<file path="src/rtl/image_raster_draw.sv">
// Raster frame drawer: scans SCR_W x SCR_H pixels, fetches from ROMs, composes RGB888 per mode.
// Latency: 1 cycle from address to colour_out; one pixel per cycle while scanning.
// No backpressure: once started a frame streams to completion; start is ignored while busy.
module image_raster_draw #(
    parameter int          SCR_W = 160,
    parameter int          SCR_H = 120,
    parameter int          OV_W  = 80,
    parameter int          OV_H  = 40,
    parameter int          OV_X  = 40,
    parameter int          OV_Y  = 40,
    parameter logic [11:0] KEY   = 12'h000
) (
    input  logic        clk,
    input  logic        reset,
    input  logic        start,
    input  logic [1:0]  mode,
    input  logic [23:0] fill_colour,
    output logic [16:0] bg_addr,
    input  logic [23:0] bg_q,
    output logic [16:0] full_addr,
    input  logic [11:0] full_q,
    output logic [16:0] ov_addr,
    input  logic [11:0] ov_q,
    output logic [7:0]  x_out,
    output logic [7:0]  y_out,
    output logic [23:0] colour_out,
    output logic        pix_valid,
    output logic        busy,
    output logic        done
);

    localparam logic [7:0]  X_LAST = 8'(SCR_W - 1);
    localparam logic [7:0]  Y_LAST = 8'(SCR_H - 1);
    localparam logic [16:0] W17    = 17'(SCR_W);
    localparam logic [16:0] OVX17  = 17'(OV_X);
    localparam logic [16:0] OVY17  = 17'(OV_Y);
    localparam logic [16:0] OVW17  = 17'(OV_W);
    localparam logic [8:0]  OVX_LO = 9'(OV_X);
    localparam logic [8:0]  OVX_HI = 9'(OV_X + OV_W);
    localparam logic [8:0]  OVY_LO = 9'(OV_Y);
    localparam logic [8:0]  OVY_HI = 9'(OV_Y + OV_H);

    typedef enum logic [1:0] {IDLE, SCAN, FLUSH, DONE} stateT;

    stateT       state;
    logic [7:0]  x;
    logic [7:0]  y;
    logic [1:0]  modeLat;
    logic [23:0] fillLat;
    logic        inOv;
    logic        stgValid;
    logic        stgInOv;
    logic [7:0]  stgX;
    logic [7:0]  stgY;
    logic [23:0] lastColour;
    logic [23:0] newColour;

    // Each 4-bit channel n widens to n*17, i.e. the nibble repeated.
    function automatic logic [23:0] expand(input logic [11:0] c);
        return {c[11:8], c[11:8], c[7:4], c[7:4], c[3:0], c[3:0]};
    endfunction

    assign inOv = ({1'b0, x} >= OVX_LO) && ({1'b0, x} < OVX_HI) &&
                  ({1'b0, y} >= OVY_LO) && ({1'b0, y} < OVY_HI);

    assign bg_addr   = 17'(x) + 17'(y) * W17;
    assign full_addr = bg_addr;
    assign ov_addr   = inOv ? ((17'(x) - OVX17) + (17'(y) - OVY17) * OVW17) : 17'd0;

    // Frame sequencer: latches the request, walks the raster, then flushes and pulses done.
    always_ff @(posedge clk or posedge reset) begin
        if (reset) begin
            state   <= IDLE;
            x       <= 8'd0;
            y       <= 8'd0;
            busy    <= 1'b0;
            done    <= 1'b0;
            modeLat <= 2'd0;
            fillLat <= 24'd0;
        end else begin
            done <= 1'b0;
            case (state)
                IDLE: begin
                    if (start) begin
                        modeLat <= mode;
                        fillLat <= fill_colour;
                        x       <= 8'd0;
                        y       <= 8'd0;
                        busy    <= 1'b1;
                        state   <= SCAN;
                    end
                end
                SCAN: begin
                    if (x == X_LAST) begin
                        x <= 8'd0;
                        if (y == Y_LAST) begin
                            y     <= 8'd0;
                            state <= FLUSH;
                        end else begin
                            y <= y + 8'd1;
                        end
                    end else begin
                        x <= x + 8'd1;
                    end
                end
                FLUSH: begin
                    done  <= 1'b1;
                    state <= DONE;
                end
                DONE: begin
                    busy  <= 1'b0;
                    state <= IDLE;
                end
                default: state <= IDLE;
            endcase
        end
    end

    // Pipeline stage so coordinates and overlay flag line up with the ROM read data.
    always_ff @(posedge clk or posedge reset) begin
        if (reset) begin
            stgValid <= 1'b0;
            stgInOv  <= 1'b0;
            stgX     <= 8'd0;
            stgY     <= 8'd0;
        end else begin
            stgValid <= (state == SCAN);
            if (state == SCAN) begin
                stgX    <= x;
                stgY    <= y;
                stgInOv <= inOv;
            end
        end
    end

    // Pixel colour selection from the ROM data arriving this cycle.
    always_comb begin
        newColour = bg_q;
        case (modeLat)
            2'd0: newColour = bg_q;
            2'd1: newColour = expand(full_q);
            2'd2: newColour = (stgInOv && (ov_q != KEY)) ? expand(ov_q) : bg_q;
            default: newColour = fillLat;
        endcase
    end

    // Remember the last presented colour so the output holds between valid pixels.
    always_ff @(posedge clk or posedge reset) begin
        if (reset) begin
            lastColour <= 24'd0;
        end else if (stgValid) begin
            lastColour <= newColour;
        end
    end

    assign pix_valid  = stgValid;
    assign x_out      = stgX;
    assign y_out      = stgY;
    assign colour_out = stgValid ? newColour : lastColour;

endmodule

</file>
<file path="config.mk">
export PLATFORM = sky130hd
export DESIGN_NAME = image_raster_draw
export DESIGN_NICKNAME = d
export VERILOG_FILES = /design/src/rtl/image_raster_draw.sv
export SDC_FILE = /design/constraint.sdc
export NUM_CORES = 1
export LEC_CHECK = 0
export ABC_AREA = 1
export CORE_MARGIN = 10
export CORE_UTILIZATION = 56
export CTS_BUF_LIST = sky130_fd_sc_hd__clkbuf_2 sky130_fd_sc_hd__clkbuf_4 sky130_fd_sc_hd__clkbuf_8
export DETAILED_ROUTE_END_ITERATION = 7
export PLACE_DENSITY = 0.93
export SLEW_MARGIN = 0
export SYNTH_ARGS = -nofsm -noshare
export SYNTH_HDL_FRONTEND = slang
export SYNTH_SLANG_ARGS = --single-unit
</file>
<file path="constraint.sdc">
create_clock -name clk -period 5.4 [get_ports clk]
set_input_delay 0.81 -clock clk [delete_from_list [all_inputs] [get_ports clk]]
set_output_delay 0.81 -clock clk [all_outputs]
set_load 0.005 [all_outputs]
</file>
# Word-level counts from Yosys, hierarchy flattened
# Index checks and enable logic that the tools add are counted.
# word_totals
register_bits	88
output_inout_bits	94
# classes
reduce_logical	14
addsub	6
n_mul	2
n_eq_ne	10
mux	17
n_lt_le_gt_ge	4
# op_table
cell	n
one-hot mux 24 bit (3 select lines)	1
two-way mux 24 bit	2
two-way mux 8 bit	4
one-hot mux 8 bit (2 select lines)	2
subtractor 8 x 6 -> 9 bit (second input constant)	2
adder 17 bit	1
adder 8 x 16 -> 17 bit	1
multiplier 17 x 3 -> 13 bit (second input constant)	1
two-way mux 17 bit	1
adder 8 x 1 -> 8 bit (second input constant)	2
>= comparator 8 x 6 -> 1 bit (second input constant)	2
< comparator 8 x 7 -> 1 bit (second input constant)	2
nonzero test 12 bit	1
multiplier 8 x 3 -> 11 bit (second input constant)	1
equality test 8 x 7 -> 1 bit (second input constant)	1
equality test 8 bit (second input constant)	1
one-hot mux 2 bit (4 select lines)	1
equality test 2 bit (second input constant)	3
two-way mux 2 bit	3
inequality test 2 bit (second input constant)	3
AND reduction 2 bit	3
AND reduction 3 bit	2
equality test 2 x 1 -> 1 bit (second input constant)	2
logical AND 1 bit	4
4 further kinds	7

# Logic depth before layout (Yosys ltp)
# depth
ltp_word	5
ltp_mapped	21
depth_no_buf	21

# Worst setup path before layout
# No wires, ideal clock.
# synth_timing
path_type	register to output
startpoint	register y[3]
endpoint	output ov_addr[16]
arrival_time_ns	3.240
path_slack_ns	1.350
stages_incl_launch_ff	21
n_path_buf	0
path_cell_list	dfrtp_1 inv_1 ha_1 inv_1 a21oi_2 xor2_1 ha_1 ha_1 nand2_1 nand2_1 a21oi_1 nand2_1 xor2_1 ha_1 nand2_1 inv_1 a21boi_0 nand3_1 nand3_1 nand2_1 nor2_1
# synth_via
elab_chain_len	4
word_cells_on_any_way	8
classes_between	add/sub (2); mul (1); order compare (2); mux (1); reduce/logical (2)
# synth_rtl
element	line	rtl
from (decl)	47	logic [7:0] y;
from (signal assigned)	100	y <= y + 8'd1;
subtractor 8 x 6 -> 9 bit / >= comparator 8 x 6 -> 1 bit (equally long branches)	68, 64	
multiplier 17 x 3 -> 13 bit / logical AND 1 bit (equally long branches)	68, 63	
adder 17 bit / logical AND 1 bit (equally long branches)	68, 64	
two-way mux 17 bit (*)	68	assign ov_addr = inOv ? ((17'(x) - OVX17) + (17'(y) - OVY17) * OVW17) : 17'd0;
to (decl)	22	output logic [16:0] ov_addr,
# Mark *: on every way between the ends. The rest lies on a longest branch, timed or not.

# Worst setup path after layout
# layout_timing
startpoint	register y[4]
endpoint	output ov_addr[15]
# The elaborated chain is that of the path after synthesis.

==> metrics.txt <==
max-slew violation count=0; CTS Sinks=88; Post-Place Setup Slack=0.5779 ns; Critical R2R Capture=fillLat[3]; Mean Syn Cell Area=6.814 sq um; initial antenna violation count=0; Max-cap violations=0; final wirelength=20360 um; Period minus WS final=5.090 ns; reg2reg setup slack=2.73 ns; hold buffer count at CTS=0; non-filler cells, final=1279; worst setup margin=around 0.31 ns; Final Setup Violations=0; max frequency=196.5 MHz; Final nets=1264; leakage=around 0.0043 uW; outcome=finished clean; Bufs on Longest Clock Path=2; utilization after layout=0.7231; power per cell area=371.9 nW/um^2; Clock Skew=approximately 0.010 ns; worst setup path endpoint=ov_addr[15]; relative slew slack=0.3342; ANT cells=0; setup TNS=0 ns; Worst Hold Class=reg -> reg; clock root cell=clkbuf_8; global-route wire length before repair=32440 um; crit path from=y[4]; maximum vdd drop=about 0.00017 V; Placer Congestion=0.9746; startpoint types=register; site row count=40; Die X=129.8 um; Yosys reg bits=88; Global Route Usage Sum=0.2350; DIE AREA=roughly 17000 sq um; I/O Buffers=168; Starting Density=0.5669; layout cells sized above 1=0.04947; final period utilization=0.9426; reg2reg start=state[0]; DR pass1 iterations=7; CTS tree=yes; drt wl/cell=15.92 um; number of global-route vias before repair=6522; crit path DAT=4.28 ns; Seq/Total Area, Yosys=0.3261; placed insts=~1.3k; antenna-violating nets left=0; total gr overflow=0; DPL Wire Length=15700 um; worst r2r path cells=5; Synth cell types=38; H-tree depth=3; vias per cell=5.364; Worst Setup End Kind=primary output; layout overhead on the synthesized area=27.55%; synth warn=0; Crit Path Max Fanout=6; Die Height=129.8 um; Core Box Area=11910 sq um; Worst EP required=between 4 and 5 ns; via count=6861; Hold Vio Cnt, Final=0; synthesized instance count=991; drc violations=0; Boundary Pins=roughly 170; Placement Cell Area=8327 sq um; largest net degree at the start of global routing=59; Crit Path Category=reg -> out; design area=8613 sq um; total CTS buffers=9; Synth Cell Area=about 6800 sq um; Worst-path clk slew=0.08 ns; worst-skew pair later-pin latency=roughly 0.37 ns; DR iter-0 viols=597; Worst-Margin Slew=0.9976 ns
-- report_power, final --
group / switching, uW / leakage, uW / internal (uW)
logic: 959 / 0.00311 / 748
clock network: 247 / 0.000100 / 218
registers: 149 / 0.00114 / 883
-- worst min path at each step --
stage                           endpoint  slack, ns            from  depth (start not counted)
after floorplan              fillLat[10]       0.45     fillLat[10]                          2
after global placement    lastColour[15]       0.46  lastColour[15]                          2
after detailed placement  lastColour[10]       0.46  lastColour[10]                          2
after CTS                 lastColour[10]       0.48  lastColour[10]                          2
after global routing       lastColour[4]       0.51   lastColour[4]                          2
final                     lastColour[10]       0.48  lastColour[10]                          2
-- cells by family (layout without fill, tap and decap cells) --
family,count (synthesis),in the layout,share of synthesized area
AND/OR/NAND/NOR,563,563,0.3385
buffers and inverters,142,282,0.09820
AO/OA/AOI/OAI,110,110,0.08597
flip-flops,88,88,0.3261
adder cells (fa/ha/maj),60,60,0.1156
XOR/XNOR,27,27,0.03502
other,1,2,0.0005553
-- timing repair --
item / in CTS / in global routing
gates resized for setup: 0 / 10
endpoints found under the setup margin: 0 / 4
buffers inserted: 0 / 7
-- worst max-delay path, stage by stage, from the launching register on --
cell and delay (ns):
dfrtp_2 0.47, inv_2 0.12, ha_2 0.20, inv_1 0.06
a21oi_2 0.21, xor2_2 0.23, ha_1 0.27, ha_1 0.36
nand2_1 0.11, inv_1 0.04, a21oi_1 0.12, nand2_1 0.10
xor2_1 0.15, ha_1 0.30, buf_4 0.12, nand2_1 0.05
nor2_1 0.13, nand3_1 0.09, nand3_1 0.13, nor2_1 0.05
nor2_1 0.10, clkdlybuf4s50_1 0.51
-- metal layers --
| layer | vias to the layer above | wire (um) | GRT usage |
|---|---|---|---|
| met5 | - | 0 | 0 |
| met4 | 0 | 289 | 0.06085 |
| met3 | 31 | 1808 | 0.05923 |
| met2 | 258 | 9942 | 0.4064 |
| met1 | 3187 | 8318 | 0.2856 |
| li1 | 3385 | - | - |
-- registers in the layout, summed over array words and instances, names as in the netlist --
register    flops
state           2
x_out           8
lastColour     24
x               8
done            1
modeLat         2
stgInOv         1
pix_valid       1
busy            1
y               8
y_out           8
fillLat        24
-- cell usage after synthesis, drive strengths merged --
master | n | area (sq um)
nand4 | 21 | 137.6
a21oi | 56 | 284.0
fa | 4 | 80.08
ha | 56 | 700.7
nand2 | 389 | 1473
buf | 40 | 277.8
o211ai | 2 | 15.01
or2 | 2 | 12.51
dfrtp | 88 | 2202
nor3b | 2 | 15.01
and2 | 1 | 6.260
nand3 | 41 | 210.2
nand3b | 1 | 7.510
a31oi | 4 | 25.02
clkbuf | 17 | 63.81
a21boi | 1 | 7.510
o21bai | 1 | 7.510
inv | 85 | 321.6
nor2 | 99 | 379.1
xnor2 | 10 | 87.58
xor2 | 17 | 148.9
o21ai | 46 | 241.5
conb | 1 | 3.750
nor3 | 7 | 45.04
-- cell usage in the layout, fill, tap and decap left out, types with 4 or more instances in the layout --
cell type and n:
nand2_1 386, clkdlybuf4s50_1 168, nor2_1 98, dfrtp_1 86, inv_1 76, a21oi_1 55, ha_1 54, o21ai_0 43
nand3_1 40, nand4_1 20, xor2_1 15, buf_4 13, xnor2_1 10, clkbuf_8 9, inv_2 7, nor3_1 5
a31oi_1 4, fa_1 4
-- per-stage QoR --
stage / hold WS (ns) / power, uW
after floorplan: 0.4495 / 2022
after global placement: 0.4574 / 2693
after detailed placement: 0.4638 / 2738
after CTS: 0.4844 / 3209
after global routing: 0.5072 / 3467
final: 0.4792 / 3203
-- area by class of cell --
| type | instances | area [sq um] |
|---|---|---|
| clock buffer | 9 | 123.9 |
| clock inverter | 7 | 77.57 |
| fill | 976 | 3298 |
| inverter | 85 | 322.8 |
| multi-input combinational | 762 | 3921 |
| sequential | 88 | 2205 |
| tap | 147 | 183.9 |
| timing repair buffer | 181 | 1779 |
No activity file was read; power rests on OpenSTA's default activity.
